===== src/rtl/mux_arbiter_pkg.sv =====
// mux_arbiter_pkg: shared FSM state type and default constants for mux_arbiter.
package mux_arbiter_pkg;
  typedef enum logic [1:0] {IDLE, GRANT_A, GRANT_B} state_e;
  localparam int DEF_WIDTH = 4;
  localparam int DEF_HOLD_CYCLES = 8;
  localparam int DEF_TIMEOUT_CYCLES = 64;
  function automatic int max2(input int a, input int b);
    return a > b ? a : b;
  endfunction
endpackage


===== src/rtl/mux_arbiter_mux2_bus.sv =====
// mux2_bus: WIDTH-bit 2:1 selector, sel=0 gives a, sel=1 gives b.
module mux2_bus #(
  parameter int WIDTH = 4
) (
  input  logic             sel,
  input  logic [WIDTH-1:0] a,
  input  logic [WIDTH-1:0] b,
  output logic [WIDTH-1:0] y
);
  assign y = sel ? b : a;
endmodule


===== src/rtl/mux_arbiter.sv =====
// mux_arbiter: two-requester arbiter with minimum hold and registered data mux.
// Define MUX_ARBITER_TIMEOUT_EN to let a waiting requester preempt a long grant.
module mux_arbiter
  import mux_arbiter_pkg::*;
#(
  parameter int WIDTH          = DEF_WIDTH,
  parameter int HOLD_CYCLES    = DEF_HOLD_CYCLES,
  parameter int TIMEOUT_CYCLES = DEF_TIMEOUT_CYCLES
) (
  input  logic               CLOCK_50,
  input  logic               RST,
  input  logic [1:0]         REQ,
  input  logic [2*WIDTH-1:0] SW,
  output logic [1:0]         GNT,
  output logic [WIDTH-1:0]   LEDR
);
  localparam int CW = $clog2(max2(HOLD_CYCLES, TIMEOUT_CYCLES) + 1);
  state_e state_q, state_d, other;
  logic last_b_q, last_b_d;
  logic [CW-1:0] hold_q, hold_d;
  logic [WIDTH-1:0] ledr_q, ledr_d, mux_y;
  logic hold_done, own_req, oth_req, entry;
`ifdef MUX_ARBITER_TIMEOUT_EN
  logic [CW-1:0] to_q, to_d;
  logic to_done;
`endif
  assign own_req = state_q == GRANT_B ? REQ[1] : REQ[0];
  assign oth_req = state_q == GRANT_B ? REQ[0] : REQ[1];
  assign other = state_q == GRANT_A ? GRANT_B : GRANT_A;
  // "done" means the count reaches the limit at the end of the current cycle
  assign hold_done = hold_q >= CW'(HOLD_CYCLES - 1);
`ifdef MUX_ARBITER_TIMEOUT_EN
  assign to_done = to_q >= CW'(TIMEOUT_CYCLES - 1);
`endif
  always_comb begin
    state_d = state_q;
    if (state_q == IDLE)
      state_d = REQ == 2'b11 ? (last_b_q ? GRANT_A : GRANT_B) :
                REQ == 2'b01 ? GRANT_A : REQ == 2'b10 ? GRANT_B : IDLE;
    else if (hold_done && !own_req)
      state_d = oth_req ? other : IDLE;
`ifdef MUX_ARBITER_TIMEOUT_EN
    else if (hold_done && to_done && oth_req)
      state_d = other;
`endif
    entry = state_d != IDLE && state_d != state_q;
    last_b_d = entry ? state_d == GRANT_B : last_b_q;
    hold_d = (entry || state_d == IDLE) ? '0 :
             hold_q == CW'(HOLD_CYCLES) ? hold_q : hold_q + CW'(1);
`ifdef MUX_ARBITER_TIMEOUT_EN
    to_d = (entry || state_d == IDLE) ? '0 :
           to_q == CW'(TIMEOUT_CYCLES) ? to_q : to_q + CW'(1);
`endif
  end
  mux2_bus #(.WIDTH(WIDTH)) u_mux (
    .sel(state_d == GRANT_B),
    .a  (SW[WIDTH-1:0]),
    .b  (SW[2*WIDTH-1:WIDTH]),
    .y  (mux_y)
  );
  assign ledr_d = state_d == IDLE ? '0 : mux_y;
  always_ff @(posedge CLOCK_50) begin
    if (RST) begin
      state_q  <= IDLE;
      last_b_q <= 1'b1;
      hold_q   <= '0;
      ledr_q   <= '0;
`ifdef MUX_ARBITER_TIMEOUT_EN
      to_q     <= '0;
`endif
    end else begin
      state_q  <= state_d;
      last_b_q <= last_b_d;
      hold_q   <= hold_d;
      ledr_q   <= ledr_d;
`ifdef MUX_ARBITER_TIMEOUT_EN
      to_q     <= to_d;
`endif
    end
  end
  assign GNT  = {state_q == GRANT_B, state_q == GRANT_A};
  assign LEDR = ledr_q;
endmodule


===== config.mk =====
export PLATFORM = sky130hd
export DESIGN_NAME = mux_arbiter
export DESIGN_NICKNAME = d
export VERILOG_FILES = /design/src/rtl/mux_arbiter_pkg.sv /design/src/rtl/mux_arbiter_mux2_bus.sv /design/src/rtl/mux_arbiter.sv
export SDC_FILE = /design/constraint.sdc
export NUM_CORES = 1
export LEC_CHECK = 0
export BUFFER_PORTS_ARGS = -buffer_cell sky130_fd_sc_hd__buf_2
export CELL_PAD_IN_SITES_DETAIL_PLACEMENT = 0
export CELL_PAD_IN_SITES_GLOBAL_PLACEMENT = 1
export CORE_MARGIN = 2
export CORE_UTILIZATION = 35
export DETAILED_ROUTE_END_ITERATION = 10
export PLACE_DENSITY_LB_ADDON = 0.1
export REMOVE_ABC_BUFFERS = 1
export SYNTH_ARGS = -nofsm -noshare
export SYNTH_HDL_FRONTEND = slang
export SYNTH_SLANG_ARGS = --single-unit

===== constraint.sdc =====
create_clock -name CLOCK_50 -period 1.84 [get_ports CLOCK_50]
set_clock_uncertainty 0.05 [all_clocks]
set_input_delay 0.552 -clock CLOCK_50 [delete_from_list [all_inputs] [get_ports CLOCK_50]]
set_output_delay 0.552 -clock CLOCK_50 [all_outputs]
set_load 0.01 [all_outputs]

==> summary.md, run 1 <==
| Metric | Value |
|---|---|
| PnR worst setup slack | -0.129 ns |
| Post-synthesis cell count | 86 |
| Final setup vio count | 12 |
| Reg area | 283 um2 |
| Post-synth EDFFs | 0 |
| Final Cell Area | 0.00117 mm2 |
| FP Rows | 17 |
| DR vias/cell | 5.22 |
| Failing checks | negative setup slack |
| Largest net degree at the start of global routing | 13 |
| Yosys cell types | 36 |
| CP Max Fanout | 3 |
| Hpwl dp | 1.41 mm |
| Antenna-violating nets left | 0 |
| Final hold vios | 0 |
| Final #Nets | between 100 and 150 |
| Antenna Cells | 0 |
| Most frequent cells in the layout | buf_2 (18), buf_4 (17), dfxtp_1 (12) |
| Area after DPL | 0.00104 mm2 |
| Synth Warn # | 0 |
| Most common cell after layout, fill and taps aside | buf_2 |
| Met1 WL | 950 um |
| Syn avg cell area | roughly 9.3 um2 |
| Area added between synthesis and finish | 46.1% |
| First-pass GRT wire length | 3.15 mm |
| GP Congestion | 0.741 |
| R2R cell count | 5 |
| Die X | 51.8 um |
| Top sig layer | met4 |
| Post-layout util | 53.2% |
| Dpl ws | -0.155 ns |
| H-tree levels | 1 |
| CP Launch Type | register |
| DR WL/cell | between 10 and 15 um |
| R2r setup slk | -0.13 ns |
| Post-synthesis sequential area ratio | 35.1% |
| Fillcell total | 230 |
| Clock latency on the worst-skew pair | 0.27 ns |
| Post-cts hold buffer count | 0 |
| Worst EP required | around 2 ns |
| Initial antenna violation count | 0 |
| Slew @ Worst Pin | around 0.33 ns |
| # clock sinks | 14 |
| Arr. time, crit path | 2.14 ns |
| Top_reg_cell synth | dfxtp_1 |
| HP Class | register to register |
| CP Class | register to register |
| Final WL | 1.91 mm |
| TritonCTS clock tree | done |
| Max Root-Sink Buffers | 2 |
| Layout cells sized above 1 | 46.0% |
| Chip Height | 51.8 um |
| Ports | 18 |
| Pins over their slew limit | 0 |
| DRT Pass-1 Iters | 3 |
| Min Tclk post-route | 1.97 ns |
| Final std cells w/o fill | about 150 |
| Via count of the routed design | 804 |
| Max-slew headroom | 77.6% |
| Total power | 0.883 mW |
| Maxcap violations | 0 |
| Mapped Area | approximately 800 um2 |
| Core area | 0.00219 mm2 |
| Routed wire length on met3 | 73 um |
| Synth async-reset ratio | 0% |
| Fin crit share | 107% |
| CTS Root Cell | clkbuf_4 |
| Global route overflow | 0 |
| CP endpoint kind | register |
| Die Area | 0.00268 mm2 |
| Initial Util | 36.4% |
| Outcome | finished with violations |
| CTS clk-pin slew, worst paths | 0.09 ns |
| Cell Pwr Density | 757 mW/mm2 |
| Met2 WL | 874 um |
| Placed insts | 146 |
| Max rail drop VDD | ~0.51 mV |
| Leak | 0.501 nW |
| Register bit total from synthesis | 14 |
| Number of global-route vias before repair | roughly 750 |
| RSZ-0062 raised after global routing | yes |
| Multi-input logic area | between 500 and 600 um2 |
| # DRC | 0 |
| Gr usage total | 15.5% |
| Worst Hold Depth | 1 |
| I/O Buffers | 17 |
| Initial DRC count | 3 |
| Num CTS Buffers | 3 |
| Fmax | between 0.5 and 0.6 GHz |
worst max-delay path, cell delays in order (launching register included):
cell       delay (ns)
dfxtp_2          0.33
or4_4            0.55
a211o_1          0.28
o2bb2ai_2        0.15
or4_4            0.48
nor2_2           0.08
stage by stage:
step | TNS (ns) | hold WS [ns]
finish | -0.693 | 0.486
global route | -1.51 | 0.480
global placement | -0.361 | 0.468
detailed placement | -0.671 | 0.469
CTS | -1.20 | 0.470
floorplan | -0.415 | 0.424
cell families after synthesis:
logic type / count (synthesis) / share of synthesized area [%]
adder cells (fa/ha/maj): 2 / 3.13
flip-flops: 14 / 35.1
AO/OA/AOI/OAI: 21 / 20.7
AND/OR/NAND/NOR: 36 / 30.3
XOR/XNOR: 6 / 6.58
buffers and inverters: 6 / 2.98
multiplexers: 1 / 1.25
routing by layer:
metal  up-vias  GRT usage [%]
li1        406              -
met4         0           6.58
met2        12           24.8
met3         2           2.30
met5         -              0
met1       384           20.8
path summary, 6_finish.rpt:
| path | from | endpoint |
|---|---|---|
| setup / recovery | hold_q[5]$_SDFFE_PP0P_ | hold_q[2]$_SDFFE_PP0P_ |
| hold / removal | last_b_q$_SDFFE_PP1P_ | last_b_q$_SDFFE_PP1P_ |
| setup reg to reg | hold_q[5]$_SDFFE_PP0P_ | hold_q[2]$_SDFFE_PP0P_ |
| hold reg to reg | last_b_q$_SDFFE_PP1P_ | last_b_q$_SDFFE_PP1P_ |
cell type report:
type,instances,area share [%]
Timing Repair Buffer,39,22.5
Tap cell,28,3.00
Inverter,3,0.966
Clock buffer,4,3.11
Multi-Input combinational cell,66,46.1
Sequential cell,14,24.2
state kept, by name, indices dropped and copies added (netlist names):
signal / cells
last_b_q: 1
hold_q: 7
state_q: 2
LEDR: 4
cell usage after synthesis (all sizes together) (2+ instances only):
cell / instances / area (um2)
nand4bb: 4 / 45.0
inv: 3 / 11.3
nor2b: 2 / 12.5
dfxtp: 14 / 280
o21ai: 4 / 20.0
xnor2: 2 / 17.5
nand3: 4 / 20.0
or4: 2 / 22.5
nand2b: 2 / 12.5
a21oi: 8 / 51.3
clkbuf: 2 / 7.51
nand3b: 2 / 15.0
nor3: 2 / 15.0
nor2: 6 / 25.0
nor4: 7 / 43.8
ha: 2 / 25.0
xor2: 4 / 35.0
report_power, final:
part / internal [mW] / total, mW / switching [mW]
logic: 0.155 / 0.318 / 0.162
registers: 0.330 / 0.349 / 0.0185
clock network: 0.120 / 0.217 / 0.0965
total: 0.605 / 0.883 / 0.277
what timing repair did:
| action | 4_1_cts | 5_1_grt |
|---|---|---|
| setup buffers | 3 | 0 |
| pin swaps | 2 | 10 |
| gates resized for setup | 3 | 12 |
| gates cloned | 0 | 1 |
| setup endpoints to repair | 10 | 12 |
Power figures use the tool's default switching activity.
==> inputs of run 2 (changes only) <==
--- a/config.mk
+++ b/config.mk
@@ -5,11 +5,12 @@
 export SDC_FILE = /design/constraint.sdc
 export NUM_CORES = 1
 export LEC_CHECK = 0
+export ABC_AREA = 1
 export BUFFER_PORTS_ARGS = -buffer_cell sky130_fd_sc_hd__buf_2
 export CELL_PAD_IN_SITES_DETAIL_PLACEMENT = 0
 export CELL_PAD_IN_SITES_GLOBAL_PLACEMENT = 1
 export CORE_MARGIN = 2
-export CORE_UTILIZATION = 35
+export CORE_UTILIZATION = 32
 export DETAILED_ROUTE_END_ITERATION = 10
 export PLACE_DENSITY_LB_ADDON = 0.1
 export REMOVE_ABC_BUFFERS = 1
==> summary.md, run 2 <==
| Metric | Value |
|---|---|
| First-pass GRT wire length | between 2 and 3 mm |
| Post-synth EDFFs | 0 |
| Final hold vios | 0 |
| Mapped Area | 754 um2 |
| Fmax | 0.603 GHz |
| Area added between synthesis and finish | 28.2% |
| Leak | 0.488 nW |
| Outcome | finished clean |
| Dominant cells by area after synthesis | dfxtp_1 (37%), nor2_1 (10%), nand2_1 (8.5%) |
| Post-synthesis sequential area ratio | between 30% and 40% |
| Hpwl dp | 1.23 mm |
| Total power | 0.907 mW |
| TritonCTS clock tree | done |
| Max Root-Sink Buffers | 2 |
| Cell Pwr Density | roughly 940 mW/mm2 |
| DR vias/cell | 4.51 |
| DRT Pass-1 Iters | 4 |
| Die Area | roughly 0.0028 mm2 |
| Initial DRC count | 6 |
| RSZ-0062 raised after global routing | no |
| Arr. time, crit path | 1.06 ns |
| Via count of the routed design | 712 |
| Hold WS | 0.398 ns |
| Largest net degree at the start of global routing | 9 |
| Postcts setup bufs | 0 |
| Clock latency on the worst-skew pair | 0.27 ns |
| Chip Height | about 53 um |
| Top cell type's share of synthesized area | 37.1% |
| H-tree levels | 1 |
| GP Congestion | about 0.76 |
| Synth Warn # | 0 |
| HP Class | register to register |
| Count leader, synth | nor2_1 |
| CP Class | register to primary output |
| DR WL/cell | ~9.3 um |
| CP endpoint kind | primary output |
| CTS clk-pin slew, worst paths | 0.08 ns |
| Num CTS Buffers | 3 |
| Final #Nets | 145 |
| Ports | 18 |
| Max-slew headroom | 80.8% |
| # clock sinks | 14 |
| Min Tclk post-route | 1.66 ns |
| Setup TNS | 0 ns |
| Largest Register | hold_q |
| Post-synthesis cell count | around 110 |
| Number of global-route vias before repair | 637 |
| Global route overflow | 0 |
| CP Launch Type | register |
| Worst EP required | 1.24 ns |
| CP Max Fanout | 4 |
| Maxcap violations | 0 |
| Initial antenna violation count | 0 |
| Die X | 52.6 um |
| Slew @ Worst Pin | 0.286 ns |
| Fin crit share | about nine tenths |
| Max reg flops | 7 |
| Most common cell after layout, fill and taps aside | nor2_1 |
| Final WL | ~1.5 mm |
| I/O Buffers | 17 |
| Gr usage total | 13.2% |
| Register bit total from synthesis | 14 |
| Layout cells sized above 1 | 31.5% |
| Syn avg cell area | 7.12 um2 |
| Antenna Cells | 0 |
| Dominant cell type by area after synthesis | dfxtp_1 |
| Yosys cell types | 24 |
| Initial Util | between 30% and 40% |
| Synth cell count leaders | nor2_1 (21), nand2_1 (17), dfxtp_1 (14), inv_1 (14) |
| # DRC | 0 |
| Pins over their slew limit | 0 |
| Synth async-reset ratio | 0% |
| Max rail drop VDD | 0.542 mV |
| CTS Root Cell | clkbuf_4 |
| Final setup vio count | 0 |
| Antenna-violating nets left | 0 |
| FP Rows | 17 |
| Most frequent cells in the layout | nor2_1 (20), nand2_1 (17), buf_2 (17) |
| Top_reg_cell synth | dfxtp_1 |
| Core area | 0.00221 mm2 |
run 2: stage by stage:
step	instance area (um2)	std cells	utilization, %	setup WS [ns]
after floorplan	747	105	-	0.233
after global placement	897	154	40.6	0.00422
after detailed placement	897	154	40.6	-0.0298
after CTS	933	158	42.2	0.0862
after global routing	967	158	43.7	0.0168
final	967	158	43.7	0.180
run 2: worst max-delay path, cell delays in order, from the launching register on:
cell and delay (ns):
dfxtp_1 0.40, inv_2 0.09, nor2_1 0.14, buf_2 0.16
run 2: worst paths after layout:
path	to	slack, ns	cells after the start	from
setup / recovery	GNT[0]	0.18	3	state_q[0]$_SDFF_PP0_
hold / removal	last_b_q$_SDFFE_PP1P_	0.40	2	last_b_q$_SDFFE_PP1P_
setup reg to reg	hold_q[2]$_SDFFE_PP0P_	0.20	8	hold_q[0]$_SDFFE_PP0P_
hold reg to reg	last_b_q$_SDFFE_PP1P_	0.40	2	last_b_q$_SDFFE_PP1P_
run 2: cell type report:
class / count / area (um2)
Inverter: 16 / 60.1
Tap cell: 28 / 35.0
Multi-Input combinational cell: 75 / 439
Fill cell: 254 / 1240
Clock buffer: 4 / 36.3
Timing Repair Buffer: 21 / 115
Sequential cell: 14 / 282
run 2: power by group:
part / leakage (nW) / switching (mW) / total, mW / internal (mW)
registers: 0.115 / 0.0261 / 0.375 / 0.349
logic: 0.352 / 0.192 / 0.320 / 0.127
clock network: 0.0210 / 0.0915 / 0.212 / 0.120
run 2: timing repair:
| action | CTS | global route |
|---|---|---|
| endpoints found under the hold margin | 0 | 0 |
| endpoints found under the setup margin | 0 | 12 |
| gates resized for setup | 0 | 8 |
| hold buffers | 0 | 0 |
run 2: layer usage:
metal  vias up  global-route usage (%)  wire length, um
met5         -                       0                0
met3         2                    4.29               57
met1       317                    16.0              683
li1        382                       -                -
met4         0                    6.41               17
met2        11                    20.8              712
run 2: kinds of logic (layout without fill, tap and decap cells):
kind of cell               after synthesis  in the layout  share of synthesized area [%]
DFF                                     14             14                           37.1
adders and majority gates                2              2                           3.32
buffers and inverters                   17             41                           8.96
AOI/OAI and AO/OA                       10             10                           7.30
and+or+nand+nor                         57             57                           36.2
muxes                                    1              1                           1.33
xor gates and xnor gates                 5              5                           5.81
==> inputs of run 3 (changes only) <==
--- a/config.mk
+++ b/config.mk
@@ -9,7 +9,7 @@
 export BUFFER_PORTS_ARGS = -buffer_cell sky130_fd_sc_hd__buf_2
 export CELL_PAD_IN_SITES_DETAIL_PLACEMENT = 0
 export CELL_PAD_IN_SITES_GLOBAL_PLACEMENT = 1
-export CORE_MARGIN = 2
+export CORE_MARGIN = 3
 export CORE_UTILIZATION = 32
 export DETAILED_ROUTE_END_ITERATION = 10
 export PLACE_DENSITY_LB_ADDON = 0.1
==> summary.md, run 3 (synthesis results as in run 2) <==
| Metric | Value |
|---|---|
| Max Root-Sink Buffers | 2 |
| Leak | 0.488 nW |
| TritonCTS clock tree | done |
| Postcts setup bufs | 0 |
| Core area | between 0.002 and 0.0025 mm2 |
| CP Launch Type | register |
| Most frequent cells in the layout | nor2_1 (21), nand2_1 (17), buf_2 (17) |
| Final #Nets | 145 |
| # clock sinks | 14 |
| Initial DRC count | 6 |
| Sequential Power Share | 41.4% |
| Final setup vio count | 0 |
| CP Max Fanout | 4 |
| CP endpoint kind | primary output |
| Sw Pwr | 0.311 mW |
| Grt peak-use layer | met2 |
| Post-layout util | 45.8% |
| Min Tclk post-route | about 1.7 ns |
| Combinational Power Share | 34.4% |
| Critical Path Slowest Stage Cell | dfxtp_1 |
| Die X | 54.6 um |
| Critical path launch point | state_q[0]$_SDFF_PP0_ |
| # DRC | 0 |
| I/O Buffers | 17 |
| Max-slew headroom | 78.8% |
| HP Class | register to register |
| Placed insts | 153 |
| Final hold vios | 0 |
| M3 GR Usage | 3.27% |
| DR vias/cell | 4.47 |
| Slew @ Worst Pin | about 0.32 ns |
| Crit path cell chain | inv_2, nor2_1, buf_2 |
| Clk pwr share | about a quarter |
| Hpwl dp | 1.23 mm |
| Cell-internal power | 0.594 mW |
| Die Area | 0.00298 mm2 |
| Antenna-violating nets left | 0 |
| Global route overflow | 0 |
| Pins over their slew limit | 0 |
| FP Rows | 16 |
| Max rail drop VDD | approximately 0.44 mV |
| Initial Util | 35.9% |
| Hold path startpoint | last_b_q$_SDFFE_PP1P_ |
| Delay-heaviest family, CP | flip-flops |
| Worst Hold Depth | 2 |
| R2r setup slk | approximately 0.18 ns |
| GP Congestion | 0.692 |
| CTS clk-pin slew, worst paths | 0.09 ns |
| Arr. time, crit path | 1.06 ns |
| First-pass GRT wire length | 2.60 mm |
| Clock latency on the worst-skew pair | 0.28 ns |
| H-tree levels | 1 |
| CP peak stage delay | 0.39 ns |
| DR WL/cell | 9.80 um |
| DRT Pass-1 Iters | 2 |
| Outcome | finished clean |
| Switching part of the total | 34.4% |
| Number of global-route vias before repair | between 600 and 700 |
| CTS Root Cell | clkbuf_4 |
| Chip Height | 54.6 um |
| Num CTS Buffers | 3 |
| Final WL | 1.54 mm |
| Fin crit share | 90.4% |
| Dpl ws | -0.0507 ns |
| Area added between synthesis and finish | 27.5% |
| R2R cell count | 10 |
| PnR worst setup slack | 0.177 ns |
| Final std cells w/o fill | 157 |
| Worst EP required | ~1.2 ns |
| Maxcap violations | 0 |
| Buf/Inv on CP | 2 |
| Ports | 18 |
| Most common cell after layout, fill and taps aside | nor2_1 |
| Largest net degree at the start of global routing | 9 |
| R2r endpoint | hold_q[6]$_SDFFE_PP0P_ |
| Via count of the routed design | 702 |
| Max reg flops | 7 |
| Largest Register | hold_q |
| RSZ-0062 raised after global routing | no |
| Antenna Cells | 0 |
| Gr usage total | 12.6% |
| Fmax | between 0.6 and 0.7 GHz |
| Met1 Usage GRT | approximately 14% |
| Worst reg2reg startpoint | hold_q[0]$_SDFFE_PP0P_ |
| Fillcell total | between 200 and 250 |
| GRT met2 Usage | 22.5% |
| Cell Pwr Density | 941 mW/mm2 |
| Initial antenna violation count | 0 |
| CP Class | register to primary output |
| Hold worst-path end | last_b_q$_SDFFE_PP1P_ |
| Layout cells sized above 1 | 30.8% |
run 3: cell counts in the layout (fill, tap and decap cells not counted):
No cell type changed its count.
run 3: layer usage:
layer	wire length [um]	share of wire, %
met1	669	43
met2	800	52
met3	47	3.1
met4	21	1.4
met5	0	0
run 3: timing repair:
item                                    in CTS  in global routing
endpoints found under the setup margin       0                 11
gates resized for setup                      0                  8
hold buffers                                 0                  0
run 3: how the worst max path moves through the flow:
stage	cells after the start	to
4_1_cts	8	hold_q[6]$_SDFFE_PP0P_
5_1_grt	8	hold_q[2]$_SDFFE_PP0P_
3_3_place_gp	10	hold_q[4]$_SDFFE_PP0P_
2_1_floorplan	8	hold_q[0]$_SDFFE_PP0P_
3_5_place_dp	10	hold_q[6]$_SDFFE_PP0P_
6_report	3	GNT[0]
run 3: power groups by stage:
| stage | clock, mW | sequential, mW | combinational [mW] |
|---|---|---|---|
| 3_5_place_dp | 0 | 0.381 | 0.294 |
| 3_3_place_gp | 0 | 0.381 | 0.292 |
| 5_1_grt | 0.246 | 0.381 | 0.365 |
| 2_1_floorplan | 0 | 0.396 | 0.174 |
| 6_report | 0.219 | 0.375 | 0.311 |
| 4_1_cts | 0.231 | 0.373 | 0.294 |
run 3: final cells by class:
cell class              count  area (um2)  area share, %
repair buffers             21         115           12.0
multi-input cells          75         435           45.3
flip-flops and latches     14         282           29.3
inverters                  16        60.1           6.24
clock buffers               4        36.3           3.77
well taps                  27        33.8           3.51
run 3: tightest hold or removal path: stages (launching register included):
cell     delay (ns)
dfxtp_1        0.32
nand2_1        0.06
nand2_1        0.04
run 3: stage by stage:
| stage | hold WS (ns) | total power [mW] | cell area (um2) | TNS, ns |
|---|---|---|---|---|
| after floorplan | 0.369 | 0.570 | 747 | 0 |
| after global placement | 0.395 | 0.673 | 896 | -0.0986 |
| after detailed placement | 0.387 | 0.674 | 896 | -0.217 |
| after CTS | 0.402 | 0.899 | 932 | 0 |
| after global routing | 0.430 | 0.993 | 962 | 0 |
| final | 0.398 | 0.905 | 962 | 0 |
